[src/rtl/async_fifo_rd_ctrl.sv]
// Read-domain side of the async FIFO: synchronizes the Gray write pointer into
// rclk, advances the read pointer and derives empty, fill count and error flags.
module async_fifo_rd_ctrl #(
  parameter int ASIZE       = 4,
  parameter int SYNC_STAGES = 2,
  parameter int AE_LEVEL    = 1
) (
  input  logic             rclk,
  input  logic             rrst_n,
  input  logic [ASIZE:0]   wptr,
  input  logic             rinc,
  input  logic             rclr_err,
  output logic [ASIZE-1:0] raddr,
  output logic [ASIZE:0]   rptr,
  output logic             rempty,
  output logic             ralmost_empty,
  output logic [ASIZE:0]   rcount,
  output logic             runderflow
);

  localparam logic [ASIZE:0] AE_LVL = (ASIZE+1)'(AE_LEVEL);

  logic [ASIZE:0] wq [SYNC_STAGES];
  logic [ASIZE:0] wq_sync;
  logic [ASIZE:0] wbin_s;
  logic [ASIZE:0] rbin;
  logic [ASIZE:0] rbin_next;
  logic [ASIZE:0] rgray_next;
  logic [ASIZE:0] fill_next;
  logic           rd_en;

  always_ff @(posedge rclk or negedge rrst_n) begin
    if (!rrst_n) begin
      for (int i = 0; i < SYNC_STAGES; i++) wq[i] <= '0;
    end else begin
      wq[0] <= wptr;
      for (int i = 1; i < SYNC_STAGES; i++) wq[i] <= wq[i-1];
    end
  end

  assign wq_sync = wq[SYNC_STAGES-1];

  // Each binary bit is the XOR of all Gray bits at or above it.
  always_comb begin
    wbin_s = '0;
    for (int i = 0; i <= ASIZE; i++) wbin_s[i] = ^(wq_sync >> i);
  end

  assign rd_en      = rinc & ~rempty;
  assign rbin_next  = rbin + {{ASIZE{1'b0}}, rd_en};
  assign rgray_next = (rbin_next >> 1) ^ rbin_next;
  assign fill_next  = wbin_s - rbin_next;

  always_ff @(posedge rclk or negedge rrst_n) begin
    if (!rrst_n) begin
      rbin          <= '0;
      rptr          <= '0;
      rempty        <= 1'b1;
      rcount        <= '0;
      ralmost_empty <= 1'b1;
      runderflow    <= 1'b0;
    end else begin
      rbin          <= rbin_next;
      rptr          <= rgray_next;
      rempty        <= (rgray_next == wq_sync);
      rcount        <= fill_next;
      ralmost_empty <= (fill_next <= AE_LVL);
      // A new underflow outranks a simultaneous clear.
      runderflow    <= (rinc & rempty) | (runderflow & ~rclr_err);
    end
  end

  assign raddr = rbin[ASIZE-1:0];

endmodule
[config.mk]
export PLATFORM = sky130hd
export DESIGN_NAME = async_fifo_rd_ctrl
export DESIGN_NICKNAME = d
export VERILOG_FILES = /design/src/rtl/async_fifo_rd_ctrl.sv
export SDC_FILE = /design/constraint.sdc
export NUM_CORES = 1
export LEC_CHECK = 0
export ABC_CLOCK_PERIOD_IN_PS = 3060
export CORE_ASPECT_RATIO = 1.75
export CORE_MARGIN = 5
export CORE_UTILIZATION = 30
export CTS_CLUSTER_DIAMETER = 50
export DETAILED_ROUTE_END_ITERATION = 6
export PLACE_DENSITY_LB_ADDON = 0.1
export SETUP_SLACK_MARGIN = 0.02
export SKIP_LAST_GASP = 1
export SLEW_MARGIN = 20
export SYNTH_ARGS = -nofsm -noshare
export SYNTH_HDL_FRONTEND = slang
export SYNTH_SLANG_ARGS = --single-unit
export TNS_END_PERCENT = 10
[constraint.sdc]
create_clock -name rclk -period 3.06 [get_ports rclk]
set_input_delay 0.306 -clock rclk [delete_from_list [all_inputs] [get_ports rclk]]
set_output_delay 0.306 -clock rclk [all_outputs]
set_load 0.1 [all_outputs]
==> results_dict.tcl, run 1 <==
set metrics [dict create \
    crit_fanout 3 \
    synthXorXnorAreaFrac_pct 18.8 \
    synth.area.mux_share_pct 0 \
    wl_per_cell_um 12.9 \
    start_util_pct 31.4 \
    grt_overflow_total 0 \
    cts_resized 0 \
    h-tree-depth 1 \
    final_cell_mix "24 x dfrtp_1, 18 x clkdlybuf4s50_1, 12 x xor2_1, 12 x buf_4, 9 x xnor2_1" \
    ant_nets 0 \
    core_area_sq_um 3660 \
    rows 29 \
    yosys.area_share.simple_pct 7.93 \
    area_growth_pct 32.4 \
    dieArea_sq_um 5220 \
    synth_warnings 0 \
    final.setup.tns_ns 0 \
    io_pins 26 \
    final_max_slew_viol_count 0 \
    fin_nets 137 \
    critical_path_class "register to register" \
    layout_commonest_cell "dfrtp_1" \
    hold_viol_final 0 \
    ys_ff_latch 27 \
    status "completed" \
    initialDrtViolationCount 4 \
    critical_path_arrival_ns 2.85 \
    fin_crit_sh_pct 86.2 \
    setup_viol 0 \
    syn-cell-area_sq_um 1150 \
    rsz0062_at_grt "no" \
    clkTransAtPathRegs_ns 0.09 \
    avgSynthCellArea_sq_um 12.9 \
    clock_tree.root_cell "clkbuf_8" \
    cts_sinks 27 \
    numPortBuffers 25 \
    chipHeight_um 91.9 \
    clock_skew_ns 0.00241 \
    cts-buffers-inserted 3 \
    fillers 358 \
    synth_cell_types 25 \
    synth_top_family_by_area "XOR/XNOR gates" \
    grt_max_degree 18 \
    final_core_util_pct 41.6 \
    max_slew_margin_pct 34.9 \
    worst_pin_slew_ns 0.973 \
    clock_path_buffers 2 \
    grt_usage_pct 9.48 \
    min_path_type "input port to asynchronous set/reset pin" \
    antenna_cells 0 \
    vias_per_cell 4.51 \
    yosysSeqAreaShare_pct 58.9 \
    post_cts_buffers 0 \
    rrSetupSlack_ns 0.42 \
    cts_tree "done" \
    via_count 758 \
    synthesis.nets 103 \
    dpl.hpwl_um 1770 \
    gp_congestion 0.818 \
    yosys.area_share.adder_pct 5.43 \
    layout-drive-gt1-share_pct 19.7 \
    period_minus_slack_ns 2.64 \
    dr.pass1.iters 3 \
    fmax_mhz 379 \
    synth_cells 89 \
    grt_pass1_vias 839 \
    synth_compound_area_share_pct 6.20 \
    drv_cap 0 \
    antenna_found_initial 0 \
    clk_latency_ns 0.27 \
    startpoint_type "register" \
    drc 0 \
    crit_required_ns 3.28 \
    cts_hold_buf 0 \
    die_x_um 56.8 \
    routed_wl_um 2170 \
    endpoint_kind "register" \
    holdWs_ns 0.353 \
    grt_first_pass_wirelength_um 3820 \
]
[layer usage]
metal,global-route usage [%],routed length [um],part of all wire [%],vias up
li1,-,-,-,356
met1,9.30,780,36,370
met2,17.2,1180,54,24
met3,1.54,97,4.5,8
met4,7.16,114,5.2,0
met5,0,0,0,-
[sequential cells by signal (all words and copies together) (netlist names)]
name and count:
wq 5, rcount 5, rbin 5, rempty 1
wq_sync 5, rptr 4, ralmost_empty 1, runderflow 1
[layout make-up]
cell class / count / area (sq um) / area share, %
clock buffer: 4 / 45.0 / 2.96
inverter: 7 / 26.3 / 1.72
multi-input combinational: 54 / 442 / 29.0
sequential: 27 / 683 / 44.8
tap: 46 / 57.6 / 3.78
timing repair buffer: 30 / 270 / 17.7
[synthesized netlist by cell type]
library cell  number  area share [%]
dfrtp_1           25              54
o21ai_0            3             1.3
a31o_2             1            0.76
nor2_1             2            0.65
a311oi_2           1             1.3
dfstp_2            2             4.6
inv_1              7             2.3
nor3_1             3             1.3
nor4_2             1             1.1
xnor2_2            1             1.4
o211a_1            1            0.87
xor2_1            12             9.1
a21oi_1            1            0.43
nand2_1            4             1.3
nor2b_1            1            0.54
xnor2_1            9             6.8
xor2_2             1             1.4
or2_2              1            0.54
and3_1             2             1.1
nand3_1            2            0.87
or3_1              1            0.54
buf_2              1            0.43
ha_1               5             5.4
o31a_1             1            0.76
a311oi_1           1            0.76
[stage by stage]
| step | instance area (sq um) | cells | setup slack [ns] |
|---|---|---|---|
| after floorplan | 1160 | 89 | 0.0632 |
| after global placement | 1480 | 164 | 0.257 |
| after detailed placement | 1480 | 164 | 0.206 |
| after CTS | 1520 | 168 | 0.405 |
| after global routing | 1520 | 168 | 0.234 |
| final | 1520 | 168 | 0.421 |
[kinds of logic after synthesis]
logic type,after synthesis
AO/OA/AOI/OAI,9
AND/OR/NAND/NOR,17
XOR/XNOR,23
flip-flops,27
adder cells (fa/ha/maj),5
buffers and inverters,8
[worst max-delay path: stages, from the launching register on]
cell	delay, ns
dfstp_4	0.63
nor2b_1	0.05
ha_1	0.19
ha_1	0.21
xor2_1	0.20
inv_1	0.07
ha_1	0.30
inv_1	0.06
or3_1	0.39
a311oi_1	0.33
or2_2	0.17
[worst paths after layout]
path / startpoint / end / cells past startpoint
worst max-delay path: rempty / rcount[4] / 10
worst min-delay path: rrst_n / rcount[3] / 1
worst max register to register: rempty / rcount[4] / 10
worst min register to register: wq[5] / wq_sync[0] / 0
max in group asynchronous: rrst_n / rbin[0] / 2
min in group rclk: wq[5] / wq_sync[0] / 0
Power of run 1 is left out: the tool's default activity adds up to more than one toggle a clock period on the data nets, which glitch-free logic cannot reach.
==> run 2: changes to the inputs <==
CORE_ASPECT_RATIO = default   (was 1.75)
==> results_dict.tcl, run 2 (same netlist as run 1, synthesis figures left out) <==
set metrics [dict create \
    critPathTopFamily "adder cells" \
    cts_sinks 27 \
    area_growth_pct 31.7 \
    rsz0062_at_grt "no" \
    clkTransAtPathRegs_ns 0.09 \
    worstPathCellList "nor2b_1 -> ha_1 -> ha_1 -> xor2_1 -> inv_1 -> ha_1 -> inv_1 -> or3_1 -> a311oi_1 -> or2_2" \
    ant_nets 0 \
    rr_endpoint "rcount[4]" \
    final.setup.tns_ns 0 \
    layout-drive-gt1-share_pct 19.8 \
    max_slew_margin_pct 35.3 \
    start_util_pct 31.2 \
    dpl.hpwl_um 1740 \
    hold_viol_final 0 \
    die_x_um 71.9 \
    post_cts_buffers 0 \
    min_path_type "register to register" \
    final_max_slew_viol_count 0 \
    h-tree-depth 1 \
    grt_max_degree 15 \
    whs_endpoint "wq_sync[4]" \
    vias_per_cell 4.31 \
    clk_latency_ns 0.27 \
    routed_wl_um 2170 \
    dieArea_sq_um 5180 \
    cp_num_buf_inv 2 \
    clock_tree.root_cell "clkbuf_8" \
    rows 22 \
    crit_required_ns 3.27 \
    crit_slowest_cell "dfstp_4" \
    core_area_sq_um 3690 \
    startpoint_type "register" \
    cts_hold_buf 0 \
    cts_tree "done" \
    grt_usage_pct 9.49 \
    drv_cap 0 \
    min_path_cells 0 \
    clock_skew_ns 0.00412 \
    layout_commonest_cell "dfrtp_1" \
    drc 0 \
    fillers 375 \
    status "completed" \
    antenna_found_initial 0 \
    critical_path_arrival_ns 2.98 \
    grt_pass1_vias 769 \
    r2r_start "rempty" \
    rrSetupSlack_ns 0.29 \
    fin_crit_sh_pct 90.6 \
    hp-start "wq[9]" \
    reg2regPathDepth 10 \
    crit_cells 10 \
    cp_common_cell "ha_1" \
    wl_per_cell_um 12.8 \
    crit_fanout 5 \
    period_minus_slack_ns 2.77 \
    cts-buffers-inserted 3 \
    setup_viol 0 \
    gp_congestion 0.737 \
    fmax_mhz 361 \
    antenna_cells 0 \
    critical_path_class "register to register" \
    grt_first_pass_wirelength_um 3750 \
    endpoint_kind "register" \
    clock_path_buffers 2 \
    dr.pass1.iters 6 \
    chipHeight_um 71.9 \
    initialDrtViolationCount 19 \
    cts_resized 0 \
    grt_overflow_total 0 \
    worst_pin_slew_ns 0.967 \
    via_count 729 \
    max_stage_delay_ns 0.63 \
    io_pins 26 \
    fin_nets 136 \
    numPortBuffers 25 \
    final_cell_mix "24 x dfrtp_1, 17 x clkdlybuf4s50_1, 12 x xor2_1, 12 x buf_4, 9 x xnor2_1" \
]
==> run 2: cell types whose count changed in the layout (fill, tap and decap cells not counted), sizes merged <==
cell           delta
clkdlybuf4s50     -1
==> run 2: worst reg2reg max path: stages (launching register included) <==
cell and delay [ns]:
dfstp_4 0.63, nor2b_1 0.05, ha_1 0.19, ha_1 0.21, xor2_1 0.22, inv_1 0.07
ha_1 0.36, inv_1 0.09, or3_1 0.40, a311oi_1 0.34, or2_2 0.17
==> run 2: worst max-delay path by stage <==
stage / endpoint / slack (ns) / startpoint
after detailed placement: rcount[4] / 0.07 / rinc
after global placement: rcount[4] / 0.17 / rinc
after CTS: rcount[4] / 0.27 / rempty
after global routing: rcount[4] / 0.06 / rempty
after floorplan: rcount[4] / 0.06 / rempty
final: rcount[4] / 0.29 / rempty
==> run 2: cell type report <==
type / instances / area [sq um] / share of cell area (%)
tap: 48 / 60.1 / 3.96
multi-input combinational: 54 / 442 / 29.1
inverter: 7 / 26.3 / 1.73
sequential: 27 / 683 / 45.0
clock buffer: 4 / 45.0 / 2.97
timing repair buffer: 29 / 260 / 17.2
==> run 2: metrics by stage <==
step	worst slack (ns)	utilization, %	hold WS (ns)	cells	area, sq um
after floorplan	0.0632	-	0.0104	89	1160
after global placement	0.172	39.9	0.334	165	1470
after detailed placement	0.0734	39.9	0.335	165	1470
after CTS	0.271	41.1	0.357	169	1520
after global routing	0.0641	41.1	0.368	169	1520
final	0.287	41.1	0.354	169	1520
==> run 2: per-layer routing <==
metal / part of all wire, % / GRT usage (%)
met5: 0 / 0
met1: 42 / 10.9
met4: 1.1 / 3.76
met3: 6.7 / 3.32
met2: 50 / 16.1
Power of run 2 is left out for the same reason.
==> run 3: changes to the inputs <==
ABC_AREA = 1   (was default)
CAP_MARGIN = 15   (was default)
CORE_UTILIZATION = 49   (was 30)
==> results_dict.tcl, run 3 <==
set metrics [dict create \
    status "completed" \
    area_growth_pct 24.0 \
    avgSynthCellArea_sq_um 9.87 \
    yosysSeqAreaShare_pct 54.5 \
    yosys.area_share.simple_pct 19.2 \
    ant_nets 0 \
    cts_resized 0 \
    ys_ff_latch 27 \
    r2r_start "rempty" \
    synth.area.mux_share_pct 0 \
    die_x_um 60.4 \
    initialDrtViolationCount 37 \
    antenna_found_initial 0 \
    rsz0062_at_grt "no" \
    yosys.area_share.adder_pct 5.03 \
    fin_nets 170 \
    synth_top_cells_by_area "dfrtp_1 50%, nand2_1 10%, inv_1 6.0%" \
    dr.pass1.iters 4 \
    yosys.area.top_type "dfrtp_1" \
    synth_cells 126 \
    vias_per_cell 4.79 \
    fmax_mhz 416 \
    drv_cap 0 \
    crit_end "ralmost_empty" \
    grt_max_degree 28 \
    synth_edf_count 0 \
    min_path_type "input port to asynchronous set/reset pin" \
    start_util_pct 50.7 \
    numPortBuffers 25 \
    critical_path_class "register to register" \
    chipHeight_um 60.4 \
    rr_endpoint "ralmost_empty" \
    layout-drive-gt1-share_pct 13.5 \
    synthTopCellsByCount "33 x nand2_1, 25 x dfrtp_1, 20 x inv_1" \
    cts_tree "done" \
    crit_required_ns 3.33 \
    hold_viol_final 0 \
    max_slew_margin_pct 35.0 \
    drc 0 \
    critical_path_arrival_ns 2.67 \
    synthXorXnorAreaFrac_pct 12.6 \
    endpoint_kind "register" \
    synthArstFlopShare_pct 100 \
    post_cts_buffers 0 \
    reg2regPathDepth 15 \
    setup_viol 0 \
    dpl.hpwl_um 1650 \
    post-synth-top-area-fraction_pct 50.3 \
    synth_warnings 0 \
    grt_usage_pct 12.3 \
    final.setup.tns_ns 0 \
    worst_pin_slew_ns 0.972 \
    synth_most_common_cell "nand2_1" \
    final_max_slew_viol_count 0 \
    synth_top_family_by_area "simple AND/OR/NAND/NOR gates" \
    crit_start "rempty" \
    synth_compound_area_share_pct 1.01 \
    period_minus_slack_ns 2.40 \
    synthesis.nets 140 \
    gp_congestion 0.796 \
    rrSetupSlack_ns 0.66 \
    layout_commonest_cell "nand2_1" \
    antenna_cells 0 \
    syn-cell-area_sq_um 1240 \
    clock_path_buffers 2 \
    final_cell_mix "33 x nand2_1, 25 x dfrtp_1, 20 x inv_1" \
    grt_overflow_total 0 \
    synth_top_flop_cell "dfrtp_1" \
    clock_tree.root_cell "clkbuf_4" \
    clock_skew_ns 0.00451 \
    grt_first_pass_wirelength_um 3330 \
    clk_latency_ns 0.31 \
    io_pins 26 \
    h-tree-depth 1 \
    startpoint_type "register" \
    fin_crit_sh_pct 78.5 \
    cts_hold_buf 0 \
    cts-buffers-inserted 3 \
    synth_cell_types 22 \
    crit_fanout 4 \
    routed_wl_um 2030 \
    cts_sinks 27 \
    via_count 887 \
    wl_per_cell_um 11.0 \
    clkTransAtPathRegs_ns 0.13 \
    grt_pass1_vias 845 \
    rows 18 \
    core_area_sq_um 2450 \
    dieArea_sq_um 3650 \
]
## run 3: cell types whose count changed in the layout (fill, tap and decap cells not counted), moves of 2 or more
cell,change
and3_1,-2
buf_4,-4
clkbuf_4,+3
clkbuf_8,-3
clkdlybuf4s50_1,+2
inv_1,+13
nand2_1,+29
nand3_1,+7
nand4_1,+3
nor2_1,+4
nor3_1,-3
o21ai_0,-2
xnor2_1,-6
xor2_1,-4
## run 3: through the flow
stage                     setup WS, ns  std cells  utilization [%]  hold slack [ns]  area (sq um)
after floorplan                  0.430        126                -           0.0104          1240
after global placement           0.451        181             61.7            0.333          1520
after detailed placement         0.391        181             61.7            0.335          1520
after CTS                        0.662        185             62.8            0.337          1540
after global routing             0.434        185             62.8            0.367          1540
final                            0.658        185             62.8            0.336          1540
## run 3: worst min path at each step
stage	to	slack [ns]	cells after the start
after floorplan	rbin[0]	0.01	0
final	rbin[1]	0.34	2
after global routing	wq_sync[2]	0.37	2
after global placement	wq_sync[3]	0.33	0
after CTS	wq_sync[0]	0.34	2
after detailed placement	wq_sync[4]	0.33	0
## run 3: cell families (layout without fill, tap and decap cells)
kind of cell | Yosys count | after routing
and+or+nand+nor | 55 | 55
AOI/OAI and AO/OA | 2 | 2
adders and majority gates | 5 | 5
xor gates and xnor gates | 14 | 14
buffers and inverters | 23 | 52
DFF | 27 | 27
## run 3: cell type report
| class | count | area (sq um) |
|---|---|---|
| fillers | 195 | 912 |
| flip-flops and latches | 27 | 678 |
| multi-input cells | 76 | 470 |
| repair buffers | 27 | 250 |
| inverters | 21 | 78.8 |
| well taps | 30 | 37.5 |
| clock buffers | 3 | 22.5 |
| clock inverters | 1 | 5.00 |
## run 3: worst max-delay path, cell delays in order, from the launching register on
cell,delay [ns]
dfstp_2,0.56
nor2_1,0.05
ha_1,0.22
ha_1,0.35
inv_1,0.15
nand3_1,0.17
nand2_1,0.11
inv_1,0.04
ha_1,0.18
inv_1,0.06
nand2_1,0.07
nand2_1,0.10
nand3_1,0.07
nand2_1,0.09
inv_2,0.04
nor2_2,0.09
## run 3: metal layers
metal / vias up / global-route usage [%] / routed length [um]
li1: 443 / - / -
met1: 419 / 15.5 / 879
met2: 23 / 21.3 / 1000
met3: 2 / 1.91 / 123
met4: 0 / 4.75 / 23
met5: - / 0 / 0
Power of run 3 is left out for the same reason.
